File: src/rtl/alsu_param.sv
// alsu_param: two-stage ALU/shifter with operand bypass, reduction modes and invalid-op LED toggle.
// Define ALSU_PARAM_ERR_CNT_EN to add the saturating invalid-operation counter on err_cnt.
module alsu_param #(
    parameter int unsigned WIDTH          = 3,
    parameter string       INPUT_PRIORITY = "A",
    parameter string       FULL_ADDER     = "ON",
    parameter int unsigned LED_W          = 16
) (
    input  logic                      clk,
    input  logic                      rst,
    input  logic                      in_valid,
    input  logic [2:0]                opcode,
    input  logic signed [WIDTH-1:0]   A,
    input  logic signed [WIDTH-1:0]   B,
    input  logic                      cin,
    input  logic                      serial_in,
    input  logic                      direction,
    input  logic                      red_op_A,
    input  logic                      red_op_B,
    input  logic                      bypass_A,
    input  logic                      bypass_B,
    output logic signed [2*WIDTH-1:0] out,
    output logic                      out_valid,
    output logic [LED_W-1:0]          leds
`ifdef ALSU_PARAM_ERR_CNT_EN
    ,
    output logic [7:0]                err_cnt
`endif
);

    localparam int unsigned OW     = 2 * WIDTH;
    localparam bit          PrioA  = (INPUT_PRIORITY != "B");
    localparam bit          UseCin = (FULL_ADDER == "ON");

    typedef enum logic [2:0] {
        OpOr     = 3'd0,
        OpXor    = 3'd1,
        OpAdd    = 3'd2,
        OpMult   = 3'd3,
        OpShift  = 3'd4,
        OpRotate = 3'd5,
        OpInv6   = 3'd6,
        OpInv7   = 3'd7
    } op_e;

    // Stage 1: operation capture
    logic                    valid_q;
    op_e                     opcode_q;
    logic signed [WIDTH-1:0] a_q;
    logic signed [WIDTH-1:0] b_q;
    logic                    cin_q;
    logic                    serial_q;
    logic                    dir_q;
    logic                    red_a_q;
    logic                    red_b_q;
    logic                    byp_a_q;
    logic                    byp_b_q;

    // Stage 2: result registers
    logic signed [OW-1:0]    out_q;
    logic                    out_valid_q;
    logic [LED_W-1:0]        leds_q;

    logic signed [OW-1:0]    a_ext;
    logic signed [OW-1:0]    b_ext;
    logic signed [OW-1:0]    result;
    logic                    invalid;
    logic                    bypass;
    logic                    use_byp_a;
    logic                    use_red_a;
    logic [WIDTH-1:0]        red_opnd;
    logic                    red_bit;
    logic                    cin_add;

    always_ff @(posedge clk or posedge rst) begin
        if (rst) begin
            valid_q  <= 1'b0;
            opcode_q <= OpOr;
            a_q      <= '0;
            b_q      <= '0;
            cin_q    <= 1'b0;
            serial_q <= 1'b0;
            dir_q    <= 1'b0;
            red_a_q  <= 1'b0;
            red_b_q  <= 1'b0;
            byp_a_q  <= 1'b0;
            byp_b_q  <= 1'b0;
        end else begin
            valid_q <= in_valid;
            if (in_valid) begin
                opcode_q <= op_e'(opcode);
                a_q      <= A;
                b_q      <= B;
                cin_q    <= cin;
                serial_q <= serial_in;
                dir_q    <= direction;
                red_a_q  <= red_op_A;
                red_b_q  <= red_op_B;
                byp_a_q  <= bypass_A;
                byp_b_q  <= bypass_B;
            end
        end
    end

    assign a_ext     = {{WIDTH{a_q[WIDTH-1]}}, a_q};
    assign b_ext     = {{WIDTH{b_q[WIDTH-1]}}, b_q};
    assign bypass    = byp_a_q | byp_b_q;
    assign use_byp_a = byp_a_q & (~byp_b_q | PrioA);
    assign use_red_a = red_a_q & (~red_b_q | PrioA);
    assign red_opnd  = use_red_a ? a_q : b_q;
    assign red_bit   = (opcode_q == OpOr) ? |red_opnd : ^red_opnd;
    assign cin_add   = UseCin ? cin_q : 1'b0;

    // Reduction flags are only meaningful for the bitwise ops
    assign invalid = (opcode_q inside {OpInv6, OpInv7}) |
                     ((red_a_q | red_b_q) & ~(opcode_q inside {OpOr, OpXor}));

    always_comb begin
        result = '0;
        if (bypass) begin
            result = use_byp_a ? a_ext : b_ext;
        end else if (!invalid) begin
            unique case (opcode_q)
                OpOr: begin
                    if (red_a_q || red_b_q) result = {{(OW-1){1'b0}}, red_bit};
                    else                    result = a_ext | b_ext;
                end
                OpXor: begin
                    if (red_a_q || red_b_q) result = {{(OW-1){1'b0}}, red_bit};
                    else                    result = a_ext ^ b_ext;
                end
                OpAdd:    result = a_ext + b_ext + {{(OW-1){1'b0}}, cin_add};
                OpMult:   result = a_ext * b_ext;
                OpShift:  result = dir_q ? {out_q[OW-2:0], serial_q} : {serial_q, out_q[OW-1:1]};
                OpRotate: result = dir_q ? {out_q[OW-2:0], out_q[OW-1]} : {out_q[0], out_q[OW-1:1]};
                default:  result = '0;
            endcase
        end
    end

    always_ff @(posedge clk or posedge rst) begin
        if (rst) begin
            out_q       <= '0;
            out_valid_q <= 1'b0;
            leds_q      <= '0;
        end else begin
            out_valid_q <= valid_q;
            if (valid_q) begin
                out_q  <= result;
                leds_q <= (invalid && !bypass) ? ~leds_q : '0;
            end
        end
    end

    assign out       = out_q;
    assign out_valid = out_valid_q;
    assign leds      = leds_q;

`ifdef ALSU_PARAM_ERR_CNT_EN
    logic [7:0] err_cnt_q;

    always_ff @(posedge clk or posedge rst) begin
        if (rst) begin
            err_cnt_q <= '0;
        end else if (valid_q && invalid && !bypass && (err_cnt_q != 8'hFF)) begin
            err_cnt_q <= err_cnt_q + 8'd1;
        end
    end

    assign err_cnt = err_cnt_q;
`endif

endmodule
File: config.mk
export PLATFORM = sky130hd
export DESIGN_NAME = alsu_param
export DESIGN_NICKNAME = d
export VERILOG_FILES = /design/src/rtl/alsu_param.sv
export SDC_FILE = /design/constraint.sdc
export NUM_CORES = 1
export LEC_CHECK = 0
export CAP_MARGIN = 10
export CORE_ASPECT_RATIO = 1.4
export CORE_MARGIN = 3
export CORE_UTILIZATION = 30
export DETAILED_ROUTE_END_ITERATION = 10
export DONT_BUFFER_PORTS = 1
export PLACE_DENSITY = 0.51
export SLEW_MARGIN = 15
export SYNTH_ARGS = -nofsm -noshare
export SYNTH_HDL_FRONTEND = slang
export SYNTH_SLANG_ARGS = --single-unit
File: constraint.sdc
create_clock -name clk -period 6 [get_ports clk]
set_input_delay 0.3 -clock clk [delete_from_list [all_inputs] [get_ports clk]]
set_output_delay 0.3 -clock clk [all_outputs]
set_load 0.005 [all_outputs]
==> run metrics <==
hold buffers post-CTS=0; IO Count=42; Area Growth Syn to Fin=6.88%; CP Launch Type=flop; Leak=~1.1 nW; CP required=6.20 ns; setup violators final=0; fmax=335 MHz; RSZ-0062 raised after global routing=false; DR pass1 iterations=4; power per cell area=between 200 and 300 nW/um2; clock root buffer=clkbuf_8; Hold Vio Cnt, Final=0; switching part of the total=a little under a third; Synth area leader=dfrtp_1; Avg Vias per Cell=around 4.9; # DRC=0; clk sink count=40; Resize count post-CTS=0; Yosys cell types=40; initial cell density of the core=around a third; grt total ovfl=0; row count=37; nets=251; Placeable Area=7450 um2; vias in the first global route=1617; Port Buffers=0; DRT iter0 DRCs=57; Design Power=between 0.6 and 0.7 mW; Syn. warnings=0; Clock Power Share=28.4%; VDD IR max=81.3 uV; Max Cap Viol=0; Die ar.=a little under 9000 um2; Power Internal=0.461 mW; Clock transition at path regs=0.08 ns; Core Util, Final=33.6%; gp weighted congestion=0.813; Antenna Violating Nets Remaining=0; Max Root-Sink Buffers=2; Slew Viols, Final=0; share of cells above drive strength 1=approximately 6.6%; largest net degree at the start of global routing=41; post-synth top area share=42.7%; Cells after DPL=301; FFs w/ async S/R, synth=100%; Worst Skew=between 0.002 and 0.003 ns; switching power=0.214 mW; Fillers=approximately 760; hold crit path type=in2async; design area=2510 um2; kind of critical path=reg2reg; Seq/Total Area, Yosys=between 40% and 50%; fin crit period=2.99 ns; Post-Layout Cell Count=309; Mapped Area=2350 um2; Avg Inst Size Synth=~11 um2; Inserted Diodes=0; GRT Total Usage=12.0%; setup bufs post-CTS=0; largest cells by area after synthesis=dfrtp_1 43%, mux2i_1 11%, ha_1 6.9%; Vias=1524; CP Data Arrival Time=3.18 ns; pre-CTS setup slack=3.01 ns; Post-DP Area=2410 um2; fin crit share=49.8%; Die Width=80.7 um; first-pass GRT wire length=8350 um; initial antenna violation count=0; Routed wire per std cell=16.0 um; syn nets=255; Worst Hold Margin=0.0207 ns; power share of the sequential group=approximately 52%; Worst-Margin Slew=0.869 ns; Worst-Skew Late Latency=0.29 ns; CTS Buf Count=5; Post-DP HPWL=around 3700 um; Syn Inst Count=215; relative slew slack=42.1%; Final TNS setup=0 ns; ys flop type=dfrtp_1; die height=111 um; EDFF count, synth=0; CTS tree=done; setup ws final=3.01 ns; Max H-tree Level=2; crit path max fanout=9; Worst setup EP type=flop; Synth Register Bits=40; combinational fraction of design power=20.0%; drt total wl=4940 um; result of the run=completed
kinds of logic after synthesis:
group	Yosys count	synth area share, %
DFF	40	42.7
xor gates and xnor gates	3	1.71
adders and majority gates	21	13.8
AOI/OAI and AO/OA	38	10.8
and+or+nand+nor	47	9.33
buffers and inverters	29	5.33
muxes	37	16.4
layout by cell type, fill, tap and decap left out, types with 2 or more instances in the layout:
cell type and n:
a21oi_1 9, xor2_1 2, o31ai_1 2, a211oi_1 4, o2bb2ai_1 2, or2_1 4
a31oi_1 2, fa_1 8, dfrtp_1 40, o21ai_0 8, inv_1 17, nor2_1 13
mux2_2 5, mux2i_1 25, nand2_1 20, ha_1 13, nor3_1 2, clkbuf_8 6
mux2_1 7, nand2b_1 2, o22ai_1 2
synthesized netlist by cell type (4+ instances only):
library cell and number:
fa_1 8, ha_1 13, a21oi_1 9, mux2_2 5, clkbuf_1 8, or2_1 4
nor2_1 13, mux2i_1 25, nand2_1 20, inv_1 17, dfrtp_1 40, mux2_1 7
a211oi_1 4, o21ai_0 8
layer usage:
layer  up-vias  global-route usage (%)  wire length (um)
li1        729                       -                 -
met1       737                    13.4              2000
met2        47                    20.8              2570
met3        11                    3.51               259
met4         0                    5.30               117
met5         -                       0                 0
worst max-delay path, stage by stage (launching register included):
cell and delay, ns:
dfrtp_1 0.52, nand2_1 0.20, fa_1 0.56, inv_1 0.04, ha_1 0.29, ha_1 0.21, fa_1 0.36, xnor3_1 0.22
xor2_1 0.15, nand2_1 0.07, a311oi_1 0.26
state kept, by name, indices dropped and copies added (netlist names):
name	flops
a_q	3
b_q	3
byp_a_q	1
byp_b_q	1
cin_add	1
dir_q	1
leds	16
opcode_q	3
out	6
out_valid	1
red_a_q	1
red_b_q	1
serial_q	1
valid_q	1
cell type report:
| cell class | instances | area (um2) | area share (%) |
|---|---|---|---|
| Multi-Input combinational cell | 146 | 1220 | 48.7 |
| Timing Repair Buffer | 1 | 7.51 | 0.299 |
| Sequential cell | 40 | 1000 | 39.9 |
| Clock buffer | 7 | 86.3 | 3.44 |
| Inverter | 17 | 63.8 | 2.54 |
| Tap cell | 97 | 121 | 4.84 |
| Clock inverter | 1 | 7.51 | 0.299 |
power groups by stage:
| stage | combinational, mW | sequential [mW] | clock (mW) |
|---|---|---|---|
| 5_1_grt | 0.156 | 0.356 | 0.214 |
| 4_1_cts | 0.138 | 0.350 | 0.202 |
| 2_1_floorplan | 0.124 | 0.332 | 0 |
| 6_report | 0.135 | 0.348 | 0.192 |
| 3_5_place_dp | 0.137 | 0.355 | 0 |
| 3_3_place_gp | 0.137 | 0.354 | 0 |
worst paths after layout:
check | start | end | slack [ns] | depth (start not counted)
worst max-delay path | a_q[2]$_DFFE_PP0P_ | out[5]$_DFFE_PP0P_ | 3.01 | 10
worst min-delay path | rst | opcode_q[2]$_DFFE_PP0P_ | 0.02 | 2
worst max register to register | a_q[2]$_DFFE_PP0P_ | out[5]$_DFFE_PP0P_ | 3.01 | 10
worst min register to register | leds[8]$_DFFE_PP0P_ | leds[8]$_DFFE_PP0P_ | 0.50 | 1
max in group asynchronous | rst | out[3]$_DFFE_PP0P_ | 5.63 | 2
min in group clk | in_valid | valid_q$_DFF_PP0_ | 0.03 | 0
(Power assumes the default switching activity.)
